<file path="src/rtl/ddr2_cmd_arbiter.sv">
// ddr2_cmd_arbiter: shares the MCB port-0 command interface between a write
// client and a read client. Grants alternate under contention, commands are
// gated on calibration, command-FIFO space and read-data FIFO credit.
//
// state   | meaning
// --------+-------------------------------------------------------------
// S_IDLE  | sample requests, pick a winner, load command fields
// S_ISSUE | p0_cmd_en and the winner's grant are high for this one cycle
// S_GAP   | no sampling; covers request drop and p0_cmd_full latency
module ddr2_cmd_arbiter #(
    parameter int ADDR_W        = 30,
    parameter int BL_W          = 6,
    parameter int RD_FIFO_DEPTH = 64,
    parameter int CNT_W         = 7
) (
    input  logic              clk,
    input  logic              reset_n,
    input  logic              calib_done,
    input  logic              wr_req,
    input  logic [ADDR_W-1:0] wr_addr,
    input  logic [BL_W-1:0]   wr_bl,
    output logic              wr_gnt,
    input  logic              rd_req,
    input  logic [ADDR_W-1:0] rd_addr,
    input  logic [BL_W-1:0]   rd_bl,
    output logic              rd_gnt,
    input  logic              p0_cmd_full,
    output logic              p0_cmd_en,
    output logic [2:0]        p0_cmd_instr,
    output logic [ADDR_W-1:0] p0_cmd_byte_addr,
    output logic [BL_W-1:0]   p0_cmd_bl,
    input  logic              p0_rd_en,
    output logic [CNT_W-1:0]  rd_outstanding,
    output logic              rd_underflow
);

    localparam logic [1:0] S_IDLE  = 2'd0;
    localparam logic [1:0] S_ISSUE = 2'd1;
    localparam logic [1:0] S_GAP   = 2'd2;

    // Credit sum is one bit wider than the counter so it cannot wrap.
    localparam int SUM_W = CNT_W + 1;

    logic [1:0]        state_q, state_d;
    logic              last_wr_q, last_wr_d;   // 1: last grant went to write
    logic [2:0]        instr_q, instr_d;
    logic [ADDR_W-1:0] addr_q, addr_d;
    logic [BL_W-1:0]   bl_q, bl_d;
    logic [CNT_W-1:0]  cnt_q, cnt_d;
    logic              unf_q, unf_d;

    logic [SUM_W-1:0]  rd_sum;
    logic              wr_ok, rd_ok, sel_wr, issue_rd, pop_ok;
    logic [CNT_W-1:0]  add_amt;

    // Eligibility: reads need room for their whole burst in the read-data FIFO.
    always_comb begin
        rd_sum = SUM_W'(cnt_q) + SUM_W'(rd_bl) + SUM_W'(1);
        wr_ok  = wr_req;
        rd_ok  = rd_req && (rd_sum <= SUM_W'(RD_FIFO_DEPTH));
        sel_wr = wr_ok && (!rd_ok || !last_wr_q);
    end

    // Arbitration FSM and command field load.
    always_comb begin
        state_d   = state_q;
        last_wr_d = last_wr_q;
        instr_d   = instr_q;
        addr_d    = addr_q;
        bl_d      = bl_q;
        case (state_q)
            S_IDLE: begin
                if (calib_done && !p0_cmd_full && (wr_ok || rd_ok)) begin
                    last_wr_d = sel_wr;
                    instr_d   = sel_wr ? 3'b000 : 3'b001;
                    addr_d    = sel_wr ? wr_addr : rd_addr;
                    bl_d      = sel_wr ? wr_bl : rd_bl;
                    state_d   = S_ISSUE;
                end
            end
            S_ISSUE: state_d = S_GAP;
            S_GAP:   state_d = S_IDLE;
            default: state_d = S_IDLE;
        endcase
    end

    // Outstanding read words: add the burst on read issue, remove one per pop.
    // A pop against an empty count is ignored and flagged as underflow.
    always_comb begin
        issue_rd = (state_q == S_ISSUE) && !last_wr_q;
        pop_ok   = p0_rd_en && (cnt_q != '0);
        add_amt  = issue_rd ? (CNT_W'(bl_q) + CNT_W'(1)) : '0;
        cnt_d    = cnt_q + add_amt - CNT_W'(pop_ok);
        unf_d    = unf_q | (p0_rd_en && (cnt_q == '0));
    end

    // State and datapath registers with synchronous active-low reset.
    always_ff @(posedge clk) begin
        if (!reset_n) begin
            state_q   <= S_IDLE;
            last_wr_q <= 1'b0;
            instr_q   <= 3'b000;
            addr_q    <= '0;
            bl_q      <= '0;
            cnt_q     <= '0;
            unf_q     <= 1'b0;
        end else begin
            state_q   <= state_d;
            last_wr_q <= last_wr_d;
            instr_q   <= instr_d;
            addr_q    <= addr_d;
            bl_q      <= bl_d;
            cnt_q     <= cnt_d;
            unf_q     <= unf_d;
        end
    end

    // Strobes decode directly from state so a reset clears them the next cycle.
    always_comb begin
        p0_cmd_en        = (state_q == S_ISSUE);
        wr_gnt           = p0_cmd_en && last_wr_q;
        rd_gnt           = p0_cmd_en && !last_wr_q;
        p0_cmd_instr     = instr_q;
        p0_cmd_byte_addr = addr_q;
        p0_cmd_bl        = bl_q;
        rd_outstanding   = cnt_q;
        rd_underflow     = unf_q;
    end

endmodule
</file>
<file path="config.mk">
export PLATFORM = sky130hd
export DESIGN_NAME = ddr2_cmd_arbiter
export DESIGN_NICKNAME = d
export VERILOG_FILES = /design/src/rtl/ddr2_cmd_arbiter.sv
export SDC_FILE = /design/constraint.sdc
export NUM_CORES = 1
export LEC_CHECK = 0
export BUFFER_PORTS_ARGS = -buffer_cell sky130_fd_sc_hd__buf_2
export CORE_MARGIN = 2
export CORE_UTILIZATION = 50
export CTS_CLUSTER_SIZE = 10
export DETAILED_ROUTE_END_ITERATION = 12
export PLACE_DENSITY = 0.88
export SYNTH_ARGS = -nofsm -noshare
export SYNTH_HDL_FRONTEND = slang
export SYNTH_SLANG_ARGS = --single-unit
</file>
<file path="constraint.sdc">
create_clock -name clk -period 3.9 [get_ports clk]
set_input_delay 0.195 -clock clk [delete_from_list [all_inputs] [get_ports clk]]
set_output_delay 0.195 -clock clk [all_outputs]
set_load 0.005 [all_outputs]
</file>
==> Implementation_results.wiki <==
{| class="wikitable"
! Metric !! Value
|-
| Most used flip-flop cell after synthesis || sky130_fd_sc_hd__dfxtp_1
|-
| Die Width || 86.2 um
|-
| Fraction of met2 tracks used by global routing || 0.445
|-
| Setup repair after global routing missed its margin || false
|-
| Average wire per cell in the routed design || 16.8 um
|-
| Worst voltage drop across the vdd grid || 0.229 mV
|-
| Portion of synthesized cell area occupied by the leading cell type || 0.284
|-
| Endpoints failing setup || 0
|-
| Vertical extent of the die || 86.2 um
|-
| Clk Tree Root Cell || sky130_fd_sc_hd__clkbuf_8
|-
| Antenna Cells || 0
|-
| Number of H-tree levels || 2
|-
| Top area cells in the synthesized netlist || sky130_fd_sc_hd__dfxtp_1 28%, sky130_fd_sc_hd__o221ai_1 9.3%, sky130_fd_sc_hd__o21bai_1 8.4%
|-
| Count of input and output buffers || 126
|-
| Sort of element at the start of the critical path || flop
|-
| Final antenna-violating net count || 0
|-
| Antenna violations before repair || 1
|-
| Area added between synthesis and finish || 20.8%
|-
| Min Clock Period, post-route || 3.25 ns
|-
| Core box area || 0.00646 mm2
|-
| Clock latency at the later pin of the worst-skew pair || 0.30 ns
|-
| Final-layout fill cell count || 581
|-
| Resized cells post-CTS || 0
|-
| Number of buffers inserted by post-CTS setup repair || 0
|-
| Worst EP arrival || 3.44 ns
|-
| Routed Wire Length || 9.71 mm
|-
| Global-route wire length before repair || 16.1 mm
|-
| Met1 usage || 0.348
|-
| Total leakage power || 0.00171 uW
|-
| Switching share of power || 0.402
|-
| Total Die Area || 0.00744 mm2
|-
| Final worst path period share || 0.833
|-
| Via count of the routed design || 3524
|-
| Detailed-router iteration count before antenna repair || 4
|-
| Register area || 961 um2
|-
| Ratio of routed vias to standard cells || 6.11
|-
| Clock share of power || 0.147
|-
| Reported net switching power || 847 uW
|-
| Final hold violation count || 0
|-
| Floorplan row count || 29
|-
| Number of max-slew violations in the final report || 0
|-
| Clock transition at the registers of the reported paths || 0.08 ns
|-
| DRC Markers || 0
|-
| Proportion of register bits with asynchronous set or reset after synthesis || 0
|-
| Total internal power || 1260 uW
|-
| Flip-flop and latch count after synthesis || 48
|-
| Number of ports placed on the die boundary || 129
|-
| Minimum hold slack || 0.177 ns
|-
| Aggregate global routing overflow || 0
|-
| Relative max-transition margin || 0.426
|-
| CTS sink count || 48
|-
| Distinct cells, synth || 40
|-
| Layout cell share with drive strength beyond 1 || 0.292
|-
| Routability Congestion || 0.958
|-
| Final worst-path setup slack || 0.653 ns
|-
| Total Routing Usage GR || 0.264
|-
| Setup clock skew after layout || 0.00756 ns
|-
| Portion of the post-synthesis area used by sequential elements || 0.284
|-
| Worst Setup End Kind || flop
|-
| Portion of total power attributed to combinational logic || 0.541
|-
| Clock tree buffer depth || 2
|-
| Worst slack after detailed placement || 0.679 ns
|-
| Top cell type by total area after synthesis || sky130_fd_sc_hd__dfxtp_1
|-
| Clock tree from TritonCTS || done
|-
| Placed wire-length estimate after detailed placement || 6.83 mm
|-
| Maximum number of pins on one net before global-route repair || 70
|-
| Area used by multi-input combinational logic || 0.00218 mm2
|-
| Initial core utilization || 0.523
|-
| Post-synth EDFFs || 0
|-
| Required time at the endpoint of the critical path || 4.09 ns
|-
| Synth Warn # || 0
|-
| Worst-margin pin slew || 0.862 ns
|-
| Kind of critical path || flop to flop
|-
| Result of the run || completed
|-
| Flop pwr share || 0.312
|-
| Synthesized instance count || 398
|-
| Setup TNS || 0 ns
|-
| Average cell area after synthesis || 8.49 um2
|-
| Total power density per cell area || 516 mW/mm2
|-
| Max Cap Violations || 0
|-
| Met3 GRT Util || 0.0581
|-
| Total number of nets in the final design || 598
|-
| Highest achievable clock rate || 0.308 GHz
|-
| Via count of the first global-routing pass || 3407
|-
| TritonCTS Buffers || 5
|-
| Cell area after technology mapping || 0.00338 mm2
|-
| Overall power of the completed layout || 2110 uW
|-
| Number of hold buffers added after CTS || 0
|-
| Iteration-0 DRC count of the detailed router || 225
|-
| Max Fanout on Critical Path || 8
|-
| Busiest layer in global routing || met2
|-
| Type of the worst min-delay path || primary input to flop
|}
layer usage:
metal	wire [um]	up-vias	part of all wire
met4	32	2	0.0033
met3	794	4	0.082
li1	-	1710	-
met1	4140	1670	0.43
met5	11	-	0.0011
met2	4740	138	0.49
per-stage QoR:
stage	util	cell area [um2]	instances
after floorplan	-	3380	399
after global placement	0.619	4000	569
after detailed placement	0.619	4000	569
after CTS	0.633	4090	577
after global routing	0.633	4090	577
final	0.633	4090	577
power groups by stage:
| stage | logic, uW | clock network (uW) | registers [uW] |
|---|---|---|---|
| after floorplan | 860 | 0 | 652 |
| after global placement | 1070 | 0 | 658 |
| after detailed placement | 1130 | 0 | 665 |
| after CTS | 1140 | 317 | 654 |
| after global routing | 1270 | 340 | 667 |
| final | 1140 | 310 | 658 |
worst paths after layout:
check                                             start                            to  slack (ns)  cells after the start
worst max register to register  state_q[0]$_SDFFE_PN0P_  rd_outstanding[6]$_SDFF_PN0_        0.65                     13
worst min register to register  rd_underflow$_SDFF_PN0_       rd_underflow$_SDFF_PN0_        0.51                      2
worst min-delay path                           p0_rd_en       rd_underflow$_SDFF_PN0_        0.18                      3
worst max-delay path            state_q[0]$_SDFFE_PN0P_  rd_outstanding[6]$_SDFF_PN0_        0.65                     13
layout by cell type (no fill, tap or decap), drive strengths merged:
cell,n
buf,132
dfxtp,48
a21oi,46
o21bai,38
nand3b,37
o211ai,36
o221ai,36
inv,22
ha,19
nand2,11
and2,10
xnor2,9
clkbuf,8
nor2b,6
nand3,6
nor2,4
o21ai,4
xor2,3
nand2b,2
nor3b,2
or2,2
o2111ai,2
nand4,2
a21o,2
conb,2
a31oi,2
and3,1
or4,1
nor4,1
nor4b,1
o21ba,1
a211oi,1
a2111oi,1
mux2i,1
fa,1
state kept, by name (all words and copies together), names as in the netlist:
name              cells
last_wr_q             1
p0_cmd_bl             6
p0_cmd_byte_addr     30
p0_cmd_instr          1
rd_outstanding        7
rd_underflow          1
state_q               2
cells by family (layout without fill, tap and decap cells):
kind of cell | count (synthesis) | count (layout) | share of synthesized area
AND/OR/NAND/NOR | 86 | 86 | 0.163
buffers and inverters | 61 | 162 | 0.0803
AO/OA/AOI/OAI | 169 | 169 | 0.361
multiplexers | 1 | 1 | 0.00296
adder cells (fa/ha/maj) | 20 | 20 | 0.0762
XOR/XNOR | 12 | 12 | 0.0311
flip-flops | 48 | 48 | 0.284
other | 1 | 2 | 0.00111
critical path, stage by stage (launching register included):
cell,delay [ns]
sky130_fd_sc_hd__dfxtp_1,0.38
sky130_fd_sc_hd__nor2b_1,0.24
sky130_fd_sc_hd__nor2b_1,0.50
sky130_fd_sc_hd__nand2b_1,0.13
sky130_fd_sc_hd__ha_1,0.29
sky130_fd_sc_hd__inv_1,0.04
sky130_fd_sc_hd__ha_1,0.20
sky130_fd_sc_hd__fa_1,0.42
sky130_fd_sc_hd__a21o_1,0.18
sky130_fd_sc_hd__a21oi_1,0.24
sky130_fd_sc_hd__o21bai_1,0.10
sky130_fd_sc_hd__a21oi_1,0.18
sky130_fd_sc_hd__xnor2_1,0.07
sky130_fd_sc_hd__and2_1,0.15
layout make-up:
type                    count  area share
clock buffers               8      0.0221
inverters                  22      0.0202
multi-input cells         290       0.534
flip-flops and latches     48       0.235
well taps                  77      0.0236
repair buffers            132       0.165
synth_stat cells, drive strengths merged, types with 2 or more instances:
| cell | count |
|---|---|
| o21bai | 38 |
| nand4 | 2 |
| nand2 | 11 |
| clkbuf | 27 |
| o2111ai | 2 |
| and2 | 10 |
| nand3 | 6 |
| inv | 22 |
| o221ai | 36 |
| a21o | 2 |
| or2 | 2 |
| nor2 | 4 |
| xnor2 | 9 |
| a31oi | 2 |
| xor2 | 3 |
| nor2b | 6 |
| nand2b | 2 |
| buf | 12 |
| dfxtp | 48 |
| nor3b | 2 |
| o21ai | 4 |
| o211ai | 36 |
| a21oi | 46 |
| ha | 19 |
| nand3b | 37 |
Note: power is estimated with default switching activity, not from simulation.
